[src/rtl/carry_select_adder_28b_adder_28b_2stage.sv]
// 28-bit two-stage pipelined carry-select adder: stage 1 forms the low half and both
// high-half candidates, stage 2 picks the high candidate with the registered bit-13 carry.
module carry_select_adder_28b_adder_28b_2stage (
  input  logic        clk,
  input  logic        rstn,
  input  logic [27:0] a,
  input  logic [27:0] b,
  input  logic        cin,
  output logic [28:0] sum
);

  // 14-bit carry-select adder built from 4-bit blocks; operands are zero-padded to 16 bits
  // so the carry out of bit 13 lands in bit 14 of the padded result.
  function automatic logic [14:0] csel14(input logic [13:0] x, input logic [13:0] y,
                                         input logic c);
    logic [15:0] xp;
    logic [15:0] yp;
    logic [15:0] r;
    logic [4:0]  s0;
    logic [4:0]  s1;
    logic        carry;
    xp    = {2'b00, x};
    yp    = {2'b00, y};
    r     = '0;
    carry = c;
    for (int unsigned blk = 0; blk < 4; blk++) begin
      s0 = {1'b0, xp[4*blk +: 4]} + {1'b0, yp[4*blk +: 4]};
      s1 = {1'b0, xp[4*blk +: 4]} + {1'b0, yp[4*blk +: 4]} + 5'd1;
      r[4*blk +: 4] = carry ? s1[3:0] : s0[3:0];
      carry         = carry ? s1[4]   : s0[4];
    end
    return r[14:0];
  endfunction

  logic [14:0] lo_full;
  logic [14:0] hi0_full;
  logic [14:0] hi1_full;

  always_comb begin
    lo_full  = csel14(a[13:0],  b[13:0],  cin);
    hi0_full = csel14(a[27:14], b[27:14], 1'b0);
    hi1_full = csel14(a[27:14], b[27:14], 1'b1);
  end

  logic [13:0] lo_q;
  logic        c13_q;
  logic [14:0] hi0_q;
  logic [14:0] hi1_q;

  always_ff @(posedge clk or negedge rstn) begin
    if (!rstn) begin
      lo_q  <= '0;
      c13_q <= 1'b0;
      hi0_q <= '0;
      hi1_q <= '0;
      sum   <= '0;
    end else begin
      lo_q  <= lo_full[13:0];
      c13_q <= lo_full[14];
      hi0_q <= hi0_full;
      hi1_q <= hi1_full;
      sum   <= {(c13_q ? hi1_q : hi0_q), lo_q};
    end
  end

endmodule

[config.mk]
export PLATFORM = sky130hd
export DESIGN_NAME = carry_select_adder_28b_adder_28b_2stage
export DESIGN_NICKNAME = d
export VERILOG_FILES = /design/src/rtl/carry_select_adder_28b_adder_28b_2stage.sv
export SDC_FILE = /design/constraint.sdc
export NUM_CORES = 1
export LEC_CHECK = 0
export ABC_CLOCK_PERIOD_IN_PS = 3850
export BUFFER_PORTS_ARGS = -buffer_cell sky130_fd_sc_hd__buf_2
export CORE_UTILIZATION = 55
export CTS_BUF_LIST = sky130_fd_sc_hd__clkbuf_2 sky130_fd_sc_hd__clkbuf_4 sky130_fd_sc_hd__clkbuf_8
export CTS_CLUSTER_SIZE = 40
export DETAILED_ROUTE_END_ITERATION = 7
export GPL_TIMING_DRIVEN = 0
export PLACE_DENSITY = 0.89
export SYNTH_ARGS = -nofsm -noshare
export SYNTH_HDL_FRONTEND = slang
export SYNTH_SLANG_ARGS = --single-unit
[constraint.sdc]
create_clock -name clk -period 3.85 [get_ports clk]
set_input_delay 0.77 -clock clk [delete_from_list [all_inputs] [get_ports clk]]
set_output_delay 0.77 -clock clk [all_outputs]
set_load 0.03 [all_outputs]
# After elaboration in Yosys (flattened, before gate mapping)
# Cells that the tools add are included.
# W data, S select, Z words.
[totals]
out_inout_bits = 29
regBits = 74
latchBits = 0
in_bits = 59
word_cells = 39
n_memories = 0
ramBits = 0
romBits = 0
[classes]
n_bitwise = 0
reduce_logical = 0
n_div = 0
n_mul = 0
n_addsub = 16
shifts = 0
n_eq_ne = 0
n_mux = 18
order_cmp = 0
[op_table]
columns = ["operator", "count"]
rows = [
  ["$add A4 B4 Y5", 6],
  ["$add A5 B1 Y5 const B", 6],
  ["$mux W4", 7],
  ["$mux W15", 1],
  ["$mux W3", 3],
  ["$mux W1", 7],
  ["$add A2 B2 Y3", 2],
  ["$add A3 B1 Y3 const B", 2],
]

# Longest topological paths before layout
# Gate-level depths: netlist (run 1).
[logic_depth]
ltp_word = 6
depth_mapped = 13

# Worst setup path before layout (run 1)
# No wires, ideal clock.
[synth_timing]
kind = "input port to flip-flop"
start = "input port a[14]"
end = "register hi1_q[13]"
path_slack_ns = 0.349
required_ns = 3.725
t_arrival_ns = 3.376
cell_stages = 12
path_cell_list = "ha_1 inv_1 fa_1 inv_1 ha_1 nor3b_1 mux2i_2 xnor2_2 a21boi_0 or4_4 and2_4 mux2_4"
[synth_via]
elab_chain_cells = 5
[synth_lines]
columns = ["item", "line", "source"]
rows = [
  ["from (decl)", "6", "input logic [27:0] a,"],
  ["$add A4 B4 Y5", "--", ""],
  ["named net hi0_full[1]", "36", "logic [14:0] hi0_full;"],
  ["$add A5 B1 Y5", "28", "s1 = {1'b0, xp[4*blk +: 4]} + {1'b0, yp[4*blk +: 4]} + 5'd1;"],
  ["$mux W1 (2 in a row)", "30", "carry = carry ? s1[4] : s0[4];"],
  ["$mux W3", "29", "r[4*blk +: 4] = carry ? s1[3:0] : s0[3:0];"],
  ["named net hi1_full[13]", "37", "logic [14:0] hi1_full;"],
  ["to (signal assigned)", "61", "hi1_q <= hi1_full;"],
  ["to (decl)", "48", "logic [14:0] hi1_q;"],
]
# The timed path passes the listed nets, and every way through them passes these cells.

# Final worst setup path (run 1)
# Ends and elaborated chain as after synthesis.

==> reports/results.tsv, run 1 <==
metric	value	unit
Int Pwr	1.624	mW
H-tree depth	3	
top cells by count, synth	dfrtp_1, ha_1, xnor2_1	
Area growth syn-to-layout	20.21	%
FMAX	286.8	MHz
Worst Clk Skew	0.006562	ns
root buf cell	clkbuf_8	
simple-gate share of the synthesized area	7.878	%
Antenna Cells	0	
Via Count	2488	
maximum VDD drop	0.0002108	V
Fin Hold WS	0.3505	ns
DP HPWL	4743	um
Post-Place Cells	462	
Flop pwr share	42.3	%
filler cell count	468	
Max Buffers Root-to-Sink	2	
# setup viols final	0	
Post-CTS Hold Buffers	0	
combinational power share	30.2	%
first drt pass iteration count	6	
Final period util	90.55	%
outcome	finished, violations left	
CTS tree	done	
Async SR Flop Fraction	100.0	%
core area	6459	um2
failing checks	DRC	
Mapped Avg Cell Area	12.48	um2
crit path launch type	primary input	
post-cts sizing count	0	
num ports	88	
DR DRC count	14	
ranking of synthesized cells by area	dfrtp_1, ha_1, mux2_2	
Relative slew margins	43.18	%
Die Height	84.38	um
number of synthesized flops with an enable pin	0	
clk slew on worst S/H paths	0.08	ns
Max-Cap Viols	0	
FF-to-FF Start	c13_q	
mux cell area share after synthesis	7.979	%
RePlAce Congestion	0.8111	
Sw Pwr	772.5	uW
Worst R2R Path Depth	3	
CP Launch Point	a[14]	
syn nets	400	
initial core utilization	57.79	%
DRT antenna net count	0	
crit path time final	3.486	ns
number of buffers added on ports	86	
violation count after the first detailed-route iteration	89	
# rows	29	
fin. max-slew vios	0	
worst path required time	4.08	ns
Post-Synth Adder-Cell Area	15.69	%
area leader, netlist	dfrtp_1	
count leader, synth	dfrtp_1	
Critical Path AT	3.71	ns
R2R Path End	sum[19]	
Yosys reg bits	74	
first-pass GRT wire length	10330	um
leakage	2.188	nW
Clk Latency, worst-skew pair	0.34	ns
Fin. Hold Viols	0	
final cell count without fillers	478	
setup bufs post-CTS	0	
total global routing overflow	0	
worst-margin pin slew	0.8524	ns
Chip Width	84.38	um
part of the Yosys area used for sequential elements	49.61	%
post-synthesis instance area	3732	um2
final layout net count	497	
Switching Share	32.23	%
Yosys cell types	41	
RSZ-0062 raised after global routing	false	
flop-to-flop setup slack	2.18	ns
yosys warns	0	
GRT Overall Usage	18.74	%
Post-Synthesis Cells	299	
Min-Delay Path Class	flop to flop	
largest net degree at the start of global routing	75	
largest family of logic cells by synthesized area	adder cells	
Vias/cell	5.205	
top-area cell type share of the netlist area	49.61	%
xor and xnor fraction of the mapped netlist area	10.96	%
worst setup path end	hi1_q[13]	
Synth Area in Compound Gates	5.766	%
Post-Route WL	6085	um
Clk pwr share	27.5	%
clk sinks	74	
die area	7119	um2
Worst Setup Path Type	primary input to flop	
total CTS buffers	9	
worst-path maximum fanout	5	
Setup crit end kind	flop	
WL/cell	12.73	um
vias in the first global route	2473	
ys flop type	dfrtp_1	
initial antenna violation count	0	
layout cells sized above 1	33.17	%
Final TNS setup	0	ns
cell area power density	534.2	nW/um2
==> metrics by stage <==
stage	utilization [%]	instance area, um2	worst slack [ns]	total power, mW
finish	69.47	4487	0.3637	2.397
global route	69.47	4487	0.1932	2.525
CTS	69.47	4487	0.4025	2.424
detailed placement	65.98	4262	0.03755	1.756
global placement	65.94	4259	0.1171	1.722
floorplan	-	3732	0.3490	1.546
==> layer usage <==
layer	routed length, um	track usage, %	up-vias	part of all wire (%)
li1	-	-	1218	-
met5	0	0	-	0
met1	2318	20.03	1180	38
met2	3319	33.98	80	55
met4	88	10.02	0	1.4
met3	358	4.916	10	5.9
==> power groups by stage <==
stage	sequential (mW)	clock (mW)	combinational [mW]
after floorplan	1.21	0	0.339
after global placement	1.02	0	0.700
after detailed placement	1.03	0	0.723
after CTS	1.02	0.676	0.728
after global routing	1.03	0.706	0.786
final	1.01	0.659	0.723
==> cell usage in the layout (no fill, tap or decap), types with 6 or more instances in the layout <==
| cell | Yosys | routed |
|---|---|---|
| a21oi_1 | 11 | 11 |
| fa_1 | 8 | 8 |
| nor2_1 | 8 | 8 |
| nand4_1 | 6 | 6 |
| inv_1 | 18 | 18 |
| nand2_1 | 20 | 20 |
| mux2_2 | 23 | 23 |
| xnor2_1 | 24 | 24 |
| buf_2 | 0 | 85 |
| ha_1 | 34 | 34 |
| a21o_1 | 8 | 8 |
| xor2_1 | 19 | 19 |
| nand3_1 | 7 | 7 |
| clkbuf_8 | 0 | 9 |
| dfrtp_1 | 74 | 74 |
==> registers in the layout, summed over array words and instances, names as in the netlist <==
name   flops
hi1_q     15
c13_q      1
sum       29
hi0_q     15
lo_q      14
==> kinds of logic (layout without fill, tap and decap cells) <==
group | after synthesis | in the layout
compound gates | 33 | 33
xor+xnor | 45 | 45
fa+ha+maj | 42 | 42
buf+inv | 21 | 123
flops | 74 | 74
mux | 26 | 26
simple gates | 58 | 58
==> worst max-delay path, cell delays in order <==
cell      delay (ns)
buf_2           0.10
ha_1            0.21
inv_1           0.07
fa_1            0.42
inv_1           0.11
ha_1            0.21
nor3b_1         0.25
mux2i_2         0.15
xnor2_2         0.26
a21boi_0        0.19
or4_4           0.51
and2_4          0.18
mux2_4          0.28
==> cell type report <==
cell class                 instances  area (um2)  area share (%)
timing repair buffer              86       432.9           9.649
tap                               77       96.34           2.147
clock buffer                       9       123.9           2.761
buffer                             3       11.26          0.2510
multi-input combinational        204        1802           40.16
inverter                          18       67.56           1.506
clock inverter                     7       101.3           2.259
sequential                        74        1852           41.27
==> worst min path at each step <==
stage,from,to,cells past startpoint
final,lo_q[2],sum[2],0
after global routing,lo_q[2],sum[2],0
after CTS,lo_q[2],sum[2],0
after detailed placement,lo_q[11],sum[11],0
after global placement,lo_q[0],sum[0],0
after floorplan,lo_q[0],sum[0],0
Note: power is estimated with default switching activity, not from simulation.
==> run 2, diff against run 1 <==
Settings changed: BUFFER_PORTS_ARGS -buffer_cell sky130_fd_sc_hd__buf_2 to -buffer_cell sky130_fd_sc_hd__buf_4, CTS_CLUSTER_DIAMETER from default to 200.
==> reports/results.tsv, run 2 (synthesis results as in run 1) <==
metric	value	unit
number of buffers added on ports	86	
Antenna Cells	0	
area of the multi-input gates	1802	um2
Post-Route WL	6594	um
CP top delay family	simple AND/OR/NAND/NOR gates	
biggest registers after layout	sum: 29 flops, hi0_q: 15 flops, hi1_q: 15 flops	
worst path required time	4.08	ns
flop-to-flop setup slack	2.20	ns
worst-margin pin slew	0.8784	ns
clk sinks	74	
Worst Setup Path Type	primary input to flop	
Chip Width	84.38	um
RePlAce Congestion	0.8164	
RSZ-0062 raised after global routing	false	
Area growth syn-to-layout	25.88	%
total CTS buffers	9	
root buf cell	clkbuf_8	
Relative slew margins	41.44	%
CTS tree	done	
Max Buffers Root-to-Sink	2	
cell area power density	527.4	nW/um2
dpl ws	0.01158	ns
Fin. Hold Viols	0	
commonest non-fill, non-tap cell in the layout	buf_4	
final layout net count	497	
setup bufs post-CTS	0	
Fin Hold WS	0.3503	ns
crit path launch type	primary input	
num ports	88	
Final period util	90.42	%
clk slew on worst S/H paths	0.08	ns
filler cell count	447	
largest net degree at the start of global routing	75	
# setup viols final	0	
DP HPWL	5105	um
initial antenna violation count	0	
H-tree depth	3	
Min-Delay Path Class	flop to flop	
Critical Path AT	3.71	ns
most frequent cells in the layout	buf_4, dfrtp_1, ha_1	
leakage	2.258	nW
Clk Latency, worst-skew pair	0.34	ns
Max-Cap Viols	0	
max reg flops	29	
final worst setup slack	0.3689	ns
total power	2.478	mW
crit path time final	3.481	ns
layout cells sized above 1	33.17	%
outcome	finished, violations left	
FF+latch area	1852	um2
Die Height	84.38	um
total global routing overflow	0	
cell chain of the critical path	buf_4 > ha_1 > inv_1 > fa_1 > inv_1 > ha_1 > nor3b_1 > mux2i_2 > xnor2_2 > a21boi_0 > or4_4 > and2_4 > mux2_4	
GRT Overall Usage	20.71	%
Vias/cell	5.341	
post-cts sizing count	0	
WL/cell	13.79	um
Setup crit end kind	flop	
maximum VDD drop	0.0002040	V
# rows	29	
Max stage delay on crit path	0.52	ns
first drt pass iteration count	8	
first-pass GRT wire length	11360	um
violation count after the first detailed-route iteration	58	
die area	7119	um2
fin. max-slew vios	0	
vias in the first global route	2715	
Via Count	2553	
FMAX	287.3	MHz
failing checks	DRC	
Final TNS setup	0	ns
Buf/Inv on CP	3	
Biggest register	sum	
Worst Clk Skew	0.006154	ns
DR DRC count	7	
slowest CP cell	or4_4	
core area	6459	um2
worst-path maximum fanout	5	
DRT antenna net count	0	
initial core utilization	57.79	%
Post-CTS Hold Buffers	0	
-- run 2: cell type report --
cell class | count | share of cell area (%)
Buffer | 3 | 0.2397
Clock buffer | 9 | 2.636
Clock inverter | 7 | 2.130
Inverter | 18 | 1.438
Multi-Input combinational cell | 204 | 38.35
Sequential cell | 74 | 39.41
Tap cell | 77 | 2.051
Timing Repair Buffer | 86 | 13.74
-- run 2: worst paths after layout --
| kind | startpoint | to | cells after the start |
|---|---|---|---|
| setup reg to reg | c13_q | sum[23] | 3 |
| min in group asynchronous | rstn | hi0_q[0] | 1 |
| hold reg to reg | lo_q[3] | sum[3] | 0 |
| max in group asynchronous | rstn | lo_q[4] | 1 |
| hold / removal | lo_q[3] | sum[3] | 0 |
| setup / recovery | a[14] | hi1_q[13] | 13 |
-- run 2: layer usage --
layer / vias to the layer above / global-route usage [%] / part of all wire, %
met4: 0 / 14.02 / 3.5
met2: 87 / 38.38 / 54
met5: - / 0 / 0
li1: 1214 / - / -
met3: 24 / 4.621 / 5.1
met1: 1228 / 20.69 / 37
-- run 2: power by group --
group          leakage [nW]  switching [mW]  internal [mW]
registers             0.864          0.0508          0.971
clock network         0.102           0.295          0.369
logic                  1.29           0.444          0.348
total                  2.26           0.789           1.69
-- run 2: metrics by stage --
stage / util (%) / instances / instance area, um2
4_1_cts: 72.74 / 478 / 4698
5_1_grt: 72.74 / 478 / 4698
3_5_place_dp: 69.28 / 462 / 4474
3_3_place_gp: 69.28 / 462 / 4474
2_1_floorplan: - / 299 / 3732
6_report: 72.74 / 478 / 4698
==> run 3, diff against run 2 <==
Settings changed: CELL_PAD_IN_SITES_DETAIL_PLACEMENT from default to 0, CELL_PAD_IN_SITES_GLOBAL_PLACEMENT from default to 1, CORE_UTILIZATION 55 to 48, PLACE_DENSITY 0.89 to 0.95.
==> reports/results.tsv, run 3 (synthesis results as in run 1) <==
metric	value	unit
outcome	finished, final reports clean	
biggest registers after layout	sum: 29 flops, hi0_q: 15 flops, hi1_q: 15 flops	
vias in the first global route	2534	
post-route cell area	4676	um2
Post-Route WL	6205	um
filler cell count	606	
most frequent cells in the layout	buf_4, dfrtp_1, ha_1	
number of buffers added on ports	86	
Post-CTS Hold Buffers	0	
Min-Delay Path Class	flop to flop	
root buf cell	clkbuf_8	
Fin Hold WS	0.3492	ns
worst path required time	4.08	ns
FMAX	284.4	MHz
worst-margin pin slew	0.8671	ns
met1 WL	2483	um
H-tree depth	3	
leakage	2.242	nW
# rows	31	
Clk Latency, worst-skew pair	0.34	ns
cell area power density	498.2	nW/um2
clk slew on worst S/H paths	0.08	ns
crit path launch type	primary input	
Area growth syn-to-layout	25.28	%
FF-to-FF Start	c13_q	
CP Launch Point	a[0]	
Worst Clk Skew	0.005861	ns
Critical Path AT	3.75	ns
Chip Width	90.18	um
GRT Overall Usage	17.32	%
Final TNS setup	0	ns
# setup viols final	0	
Post-Place Cells	484	
final layout net count	497	
Vias/cell	4.900	
initial antenna violation count	0	
DR DRC count	0	
RSZ-0062 raised after global routing	false	
dpl ws	0.008163	ns
Relative slew margins	42.20	%
total CTS buffers	9	
setup bufs post-CTS	0	
clk sinks	74	
first-pass GRT wire length	11040	um
Die Height	90.18	um
max reg flops	29	
DR WL met2	3201	um
Highest Signal Layer	met4	
Max Buffers Root-to-Sink	2	
Worst R2R Path Depth	3	
first drt pass iteration count	4	
Antenna Cells	0	
commonest non-fill, non-tap cell in the layout	buf_4	
final worst setup slack	0.3333	ns
post-cts sizing count	0	
Worst Setup Path Type	primary input to flop	
core area	7370	um2
min-delay src	lo_q[6]	
Final period util	91.34	%
largest net degree at the start of global routing	75	
layout cells sized above 1	33.17	%
total global routing overflow	0	
initial core utilization	50.65	%
Via Count	2450	
Max-Cap Viols	0	
Fin. Hold Viols	0	
DRT antenna net count	0	
DP HPWL	4874	um
worst-path maximum fanout	6	
crit path time final	3.517	ns
num ports	88	
Hold Crit Depth	0	
violation count after the first detailed-route iteration	30	
die area	8132	um2
RePlAce Congestion	0.7329	
Biggest register	sum	
final cell count without fillers	500	
Setup crit end kind	flop	
CTS tree	done	
WL/cell	12.41	um
fin. max-slew vios	0	
metal3 WL	423	um
maximum VDD drop	0.0001657	V
instance area at placement	4502	um2
==> run 3: cell types whose count changed in the layout (fill, tap and decap cells not counted) <==
cell	previous run	this run
bufinv_16	2	0
clkinv_2	0	2
clkbuf_4	0	1
clkinv_4	0	1
clkinvlp_4	3	2
inv_6	2	1
==> run 3: final timing paths <==
check	endpoint	slack, ns
setup / recovery	lo_q[13]	0.33
hold / removal	sum[6]	0.35
setup reg to reg	sum[19]	2.16
hold reg to reg	sum[6]	0.35
max in group asynchronous	hi1_q[12]	2.75
min in group asynchronous	sum[14]	0.54
==> run 3: stage by stage <==
stage                     total power [mW]  utilization (%)
final                                2.330            63.45
after detailed placement             1.826            61.09
after floorplan                      1.546                -
after global placement               1.797            61.09
after global routing                 2.475            63.45
after CTS                            2.357            63.45
==> run 3: power by group <==
group	internal, mW	leakage, nW	switching (mW)	total (mW)
Clock	0.242	0.0861	0.285	0.527
Sequential	0.971	0.864	0.0487	1.02
Combinational	0.347	1.29	0.436	0.782
Total	1.56	2.24	0.770	2.33
==> run 3: per-layer routing <==
metal	GRT usage (%)	vias to the layer above
met5	0	-
met4	7.258	0
met3	6.176	7
met2	30.03	69
met1	19.22	1159
li1	-	1215
==> run 3: critical path: stages <==
cell	delay, ns
buf_4	0.11
ha_1	0.22
fa_1	0.48
ha_1	0.27
a21oi_1	0.13
nor2b_1	0.06
o311ai_1	0.35
a31oi_1	0.18
xnor2_1	0.49
nand4_1	0.19
nand2_1	0.15
mux2_2	0.34
==> run 3: layout make-up <==
class                      count  area [um2]  area share [%]
inverter                      18       67.56           1.445
buffer                         3       11.26          0.2408
timing repair buffer          86       645.6           13.81
clock inverter                 6       42.54          0.9098
multi-input combinational    204        1802           38.53
tap                           99       123.9           2.649
sequential                    74        1852           39.60
clock buffer                  10       131.4           2.810
